## src/rtl/stopwatch_pkg.sv

```systemverilog
// Shared stopwatch display definitions: active-high 7-segment glyphs ordered {g,f,e,d,c,b,a}
// and the helper that applies pin polarity.
package stopwatch_pkg;

  localparam logic [6:0] SEG_0 = 7'h3F;
  localparam logic [6:0] SEG_1 = 7'h06;
  localparam logic [6:0] SEG_2 = 7'h5B;
  localparam logic [6:0] SEG_3 = 7'h4F;
  localparam logic [6:0] SEG_4 = 7'h66;
  localparam logic [6:0] SEG_5 = 7'h6D;
  localparam logic [6:0] SEG_6 = 7'h7D;
  localparam logic [6:0] SEG_7 = 7'h07;
  localparam logic [6:0] SEG_8 = 7'h7F;
  localparam logic [6:0] SEG_9 = 7'h6F;
  localparam logic [6:0] SEG_A = 7'h77;
  localparam logic [6:0] SEG_B = 7'h7C;
  localparam logic [6:0] SEG_C = 7'h39;
  localparam logic [6:0] SEG_D = 7'h5E;
  localparam logic [6:0] SEG_E = 7'h79;
  localparam logic [6:0] SEG_F = 7'h71;

  localparam logic [6:0] SEG_OFF = 7'h00;

  // Active-high in, pin level out; 8 bits covers {dp, segments} and up to 8 anodes.
  function automatic logic [7:0] apply_polarity(input logic [7:0] val, input logic active_low);
    return active_low ? ~val : val;
  endfunction

endpackage

```

## src/rtl/seg7_decoder.sv

```systemverilog
// Hex nibble to active-high 7-segment glyph, {g,f,e,d,c,b,a}.
module seg7_decoder
  import stopwatch_pkg::*;
(
  input  logic [3:0] nibble,
  output logic [6:0] pattern
);

  always_comb begin
    pattern = SEG_OFF;
    unique case (nibble)
      4'h0: pattern = SEG_0;
      4'h1: pattern = SEG_1;
      4'h2: pattern = SEG_2;
      4'h3: pattern = SEG_3;
      4'h4: pattern = SEG_4;
      4'h5: pattern = SEG_5;
      4'h6: pattern = SEG_6;
      4'h7: pattern = SEG_7;
      4'h8: pattern = SEG_8;
      4'h9: pattern = SEG_9;
      4'hA: pattern = SEG_A;
      4'hB: pattern = SEG_B;
      4'hC: pattern = SEG_C;
      4'hD: pattern = SEG_D;
      4'hE: pattern = SEG_E;
      4'hF: pattern = SEG_F;
    endcase
  end

endmodule

```

## src/rtl/seven_seg_scanner.sv

```systemverilog
// Time-multiplexed 7-segment scanner: snapshots the digit chain once per frame and
// drives one digit per slot, with a blanking gap at each digit switch.
module seven_seg_scanner
  import stopwatch_pkg::*;
#(
  parameter int unsigned NUM_DIGITS   = 4,
  parameter int unsigned DIGIT_BITS   = 4,
  parameter int unsigned REFRESH_DIV  = 100000,
  parameter int unsigned BLANK_CYCLES = 2,
  parameter bit          ACTIVE_LOW   = 1'b1
) (
  input  logic                             clk,
  input  logic                             rst,
  input  logic                             enable,
  input  logic [NUM_DIGITS*DIGIT_BITS-1:0] digits,
  input  logic [NUM_DIGITS-1:0]            dp_mask,
  input  logic [NUM_DIGITS-1:0]            blank_mask,
  output logic [NUM_DIGITS-1:0]            anode,
  output logic [6:0]                       segments,
  output logic                             dp,
  output logic                             frame_done
);

  localparam int unsigned CNT_W = $clog2(REFRESH_DIV);
  localparam int unsigned IDX_W = $clog2(NUM_DIGITS);
  localparam int unsigned EXT_W = (DIGIT_BITS > 4) ? DIGIT_BITS : 4;

  localparam logic [CNT_W-1:0] CNT_LAST  = CNT_W'(REFRESH_DIV - 1);
  localparam logic [CNT_W-1:0] CNT_BLANK = CNT_W'(BLANK_CYCLES);
  localparam logic [IDX_W-1:0] IDX_LAST  = IDX_W'(NUM_DIGITS - 1);

  localparam logic [NUM_DIGITS-1:0] ANODE_INACTIVE = {NUM_DIGITS{ACTIVE_LOW}};
  localparam logic [6:0]            SEG_INACTIVE   = {7{ACTIVE_LOW}};

  logic [CNT_W-1:0]                 scan_cnt;
  logic [IDX_W-1:0]                 idx;
  logic [NUM_DIGITS*DIGIT_BITS-1:0] snap_digits;
  logic [NUM_DIGITS-1:0]            snap_dp;
  logic [NUM_DIGITS-1:0]            snap_blank;

  logic [DIGIT_BITS-1:0] digit_sel;
  logic [EXT_W-1:0]      digit_ext;
  logic [3:0]            nibble;
  logic [6:0]            glyph;
  logic                  show;
  logic [NUM_DIGITS-1:0] anode_hi;
  logic [6:0]            seg_hi;
  logic                  dp_hi;
  logic [7:0]            pol_seg_dp;
  logic [7:0]            pol_anode;
  logic [NUM_DIGITS-1:0] anode_d;
  logic [6:0]            segments_d;
  logic                  dp_d;
  logic                  last_cnt;
  logic                  frame_start;

  // Narrow digits are zero-extended; wide digits only contribute their low nibble.
  always_comb begin
    digit_sel = snap_digits[32'(idx) * DIGIT_BITS +: DIGIT_BITS];
    digit_ext = EXT_W'(digit_sel);
    nibble    = digit_ext[3:0];
  end

  seg7_decoder u_decoder (
    .nibble  (nibble),
    .pattern (glyph)
  );

  always_comb begin
    last_cnt    = (scan_cnt == CNT_LAST);
    frame_start = (scan_cnt == '0) && (idx == '0);
    show        = (scan_cnt >= CNT_BLANK) && !snap_blank[idx];
    anode_hi    = show ? (NUM_DIGITS'(1) << idx) : '0;
    seg_hi      = show ? glyph : SEG_OFF;
    dp_hi       = show & snap_dp[idx];
    pol_seg_dp  = apply_polarity({dp_hi, seg_hi}, ACTIVE_LOW);
    pol_anode   = apply_polarity(8'(anode_hi), ACTIVE_LOW);
    anode_d     = pol_anode[NUM_DIGITS-1:0];
    segments_d  = pol_seg_dp[6:0];
    dp_d        = pol_seg_dp[7];
  end

  // Disable behaves exactly like reset so a re-enable always starts a fresh frame.
  always_ff @(posedge clk) begin
    if (rst || !enable) begin
      scan_cnt    <= '0;
      idx         <= '0;
      snap_digits <= '0;
      snap_dp     <= '0;
      snap_blank  <= '0;
      anode       <= ANODE_INACTIVE;
      segments    <= SEG_INACTIVE;
      dp          <= ACTIVE_LOW;
      frame_done  <= 1'b0;
    end else begin
      if (frame_start) begin
        snap_digits <= digits;
        snap_dp     <= dp_mask;
        snap_blank  <= blank_mask;
      end

      anode      <= anode_d;
      segments   <= segments_d;
      dp         <= dp_d;
      frame_done <= last_cnt && (idx == IDX_LAST);

      if (last_cnt) begin
        scan_cnt <= '0;
        idx      <= (idx == IDX_LAST) ? '0 : idx + 1'b1;
      end else begin
        scan_cnt <= scan_cnt + 1'b1;
      end
    end
  end

endmodule

```

## config.mk

```make
export PLATFORM = sky130hd
export DESIGN_NAME = seven_seg_scanner
export DESIGN_NICKNAME = d
export VERILOG_FILES = /design/src/rtl/stopwatch_pkg.sv /design/src/rtl/seg7_decoder.sv /design/src/rtl/seven_seg_scanner.sv
export SDC_FILE = /design/constraint.sdc
export NUM_CORES = 1
export LEC_CHECK = 0
export CORE_ASPECT_RATIO = 0.6
export CORE_UTILIZATION = 65
export CTS_BUF_LIST = sky130_fd_sc_hd__clkbuf_4 sky130_fd_sc_hd__clkbuf_8
export DETAILED_ROUTE_END_ITERATION = 16
export DONT_BUFFER_PORTS = 1
export PLACE_DENSITY = 0.81
export RECOVER_POWER = 50
export SLEW_MARGIN = 20
export SYNTH_ARGS = -nofsm -noshare
export SYNTH_HDL_FRONTEND = slang
export SYNTH_SLANG_ARGS = --single-unit
```

## constraint.sdc

```tcl
create_clock -name clk -period 2.72 [get_ports clk]
set_clock_uncertainty 0.15 [all_clocks]
set_input_delay 0.408 -clock clk [delete_from_list [all_inputs] [get_ports clk]]
set_output_delay 0.408 -clock clk [all_outputs]
set_load 0.02 [all_outputs]
```

==> flow_summary.ini <==
[setup_path]
crit-reg2reg-launch = scan_cnt[6]
path_cells = or3_2, nor4_4, clkbuf_1, buf_4, nand3_1, a21oi_1
slowest_stage = or3_2
crit_family = simple AND/OR/NAND/NOR gates
path_class = reg -> reg
startpoint_type = flip-flop
end_kind = flip-flop
startpoint = scan_cnt[6]
worstRegToRegCells = 6
cp_data_arrival_time_ns = 2.56
max_stage_delay_ns = 0.57
cp_max_fo = 13
rrSetupSlack_ns = 0.25
crit_buf_inv = 2
worstPathRequired_ns = 2.81
regToRegEndpoint = snap_dp[2]

[layout]
diodes = 0
drive_gt1_share_pct = 10.4
final_nets = 327
design_area_mm2 = 0.00276
final_cells = 335
area_growth_syn_to_layout_pct = 4.90

[timing]
final_max_slew_viol_count = 0
worstMarginPinSlew_ns = 0.630
setup_viol = 0
fin_crit_ns = 2.47
tns_ns = 0
min_period_over_period_pct = 91.0
rsz0062_at_grt = false
max_freq_mhz = 404
relSlewSlack_pct = 58.0
finalHoldViolations = 0

[clock_network]
cts.sinks = 56
holdBufCountCts = 0
cts.clk_slew.worst_paths_ns = 0.10
clockBufferDepth = 2
cts-root-buf = clkbuf_8
cts_tree = yes
clock_latency_ns = 0.31
htreeDepth = 2
ctsResizeCount = 0
post-cts-setup-buffers = 0
cts_buffers = 5

[power_and_ir_drop]
powerDensity_mw_per_mm2 = 546
p_leak_nw = 0.937
vdd_drop_max_v = 0.000343

[floorplanning]
dieWidth_um = 84.1
initial_utilization_pct = 69.8
rows = 17
io_pins = 40
die_y_um = 51.3
fp.coreArea_mm2 = 0.00376
die_area_mm2 = 0.00431

[route]
drt_iter0_drc = 208
vias = 2135
wl_per_cell_um = 16.2
dr.pass1.iters = 10
drc_errors = 4
final_antenna_net_count = 0
via_per_inst = 6.37
routed_wl_mm = 5.44

[worst_hold_path]
hp-start = digits[9]
hold_depth = 2
hold_path_end = snap_digits[9]
min_path_type = in -> reg

[job]
drv_cap = 0

[yosys]
ys_ff_latch = 56
syn_nets = 332
syn_area_mm2 = 0.00263
synth-seq-area-share_pct = 42.7
ys_top_cells_by_count = 56 x dfxtp_1, 32 x nand3_1, 30 x a21oi_1
synth_top_area_cell = dfxtp_1
avgSynthCellArea_um2 = 9.00
synthArstFlopShare_pct = 0
synth_area_leaders = dfxtp_1 43%, ha_1 6.2%, nand3_1 6.1%
yosysMostFrequentCell = dfxtp_1
synth_cell_types = 39
synth_ff_type = dfxtp_1
synth_top_area_share_pct = 42.7
synthCells = 292
yosysWarnings = 0
synth_edf_count = 0

[global_route]
grt_pass1_wl_mm = 8.98
track_usage_pct = 27.2
grt_pass1_vias = 1831
grt-ovfl-total = 0
antenna_found_initial = 0
grt_max_degree = 25

[placed_design]
portBuffers = 0
placed_cell_area_mm2 = 0.00264
post-dp-hpwl_mm = 3.81
dp.cells = 327
gp_congestion = 0.828

[status]
outcome = complete, but fails checks
violations = design-rule violations
routing by layer:
metal  vias up  wire [um]  global-route usage, %
li1       1038          -                      -
met1      1006       2730                   42.3
met2        86       2280                   36.7
met3         5        395                   7.43
met4         0         38                   6.03
met5         -          0                      0
power by group:
part | internal (W) | switching, W | total (W) | leakage [nW]
logic | 0.0000366 | 0.0000623 | 0.0000989 | 0.423
registers | 0.000839 | 0.0000135 | 0.000853 | 0.455
clock network | 0.000278 | 0.000275 | 0.000553 | 0.0583
total | 0.00115 | 0.000351 | 0.00150 | 0.937
cell type report:
type | count | area (um2)
Multi-Input combinational cell | 204 | 1360
Sequential cell | 56 | 1120
Fill cell | 273 | 1010
Clock buffer | 5 | 68.8
Tap cell | 47 | 58.8
Timing Repair Buffer | 7 | 48.8
Inverter | 13 | 48.8
Clock inverter | 3 | 47.5
how the worst max path moves through the flow:
| stage | endpoint | slack (ns) | depth (start not counted) |
|---|---|---|---|
| 3_3_place_gp | snap_blank[3] | 0.51 | 4 |
| 2_1_floorplan | snap_blank[2] | 0.65 | 5 |
| 5_1_grt | snap_dp[2] | 0.14 | 6 |
| 4_1_cts | scan_cnt[12] | 0.36 | 4 |
| 6_report | snap_dp[2] | 0.25 | 6 |
| 3_5_place_dp | scan_cnt[12] | 0.41 | 4 |
registers in the layout, summed over array words and instances, names as in the netlist:
signal	cells
scan_cnt	17
snap_digits	16
segments	7
anode	4
snap_blank	4
snap_dp	4
idx	2
dp	1
frame_done	1
cells in the final DEF (no fill, tap or decap), types with 4 or more instances in the layout:
master,instances
o211ai_1,4
or4_4,4
nand2_1,17
or4_1,4
mux4_2,6
xnor2_1,10
ha_1,13
inv_1,13
a21oi_1,30
dfxtp_1,56
nor4_1,5
o21ai_0,9
nand3_1,32
nand4_1,4
clkbuf_8,5
nor2_1,17
o21ai_1,18
buf_4,6
cells by family after synthesis:
family                   Yosys count  share of synthesized area [%]
AND/OR/NAND/NOR                  100                           20.5
AO/OA/AOI/OAI                     71                           15.1
flip-flops                        56                           42.7
buffers and inverters             32                           5.48
adder cells (fa/ha/maj)           13                           6.19
XOR/XNOR                          11                           3.67
multiplexers                       9                           6.33
through the flow:
| stage | utilization (%) | setup WS (ns) | total power, W | hold slack [ns] |
|---|---|---|---|---|
| final | 73.2 | 0.246 | 0.00150 | 0.0763 |
| after global routing | 73.2 | 0.136 | 0.00156 | 0.0645 |
| after CTS | 73.3 | 0.363 | 0.00151 | 0.0695 |
| after detailed placement | 70.2 | 0.410 | 0.000969 | 0.307 |
| after global placement | 70.2 | 0.506 | 0.000966 | 0.303 |
| after floorplan | - | 0.650 | 0.000947 | 0.290 |
Note: power is estimated with default switching activity, not from simulation.
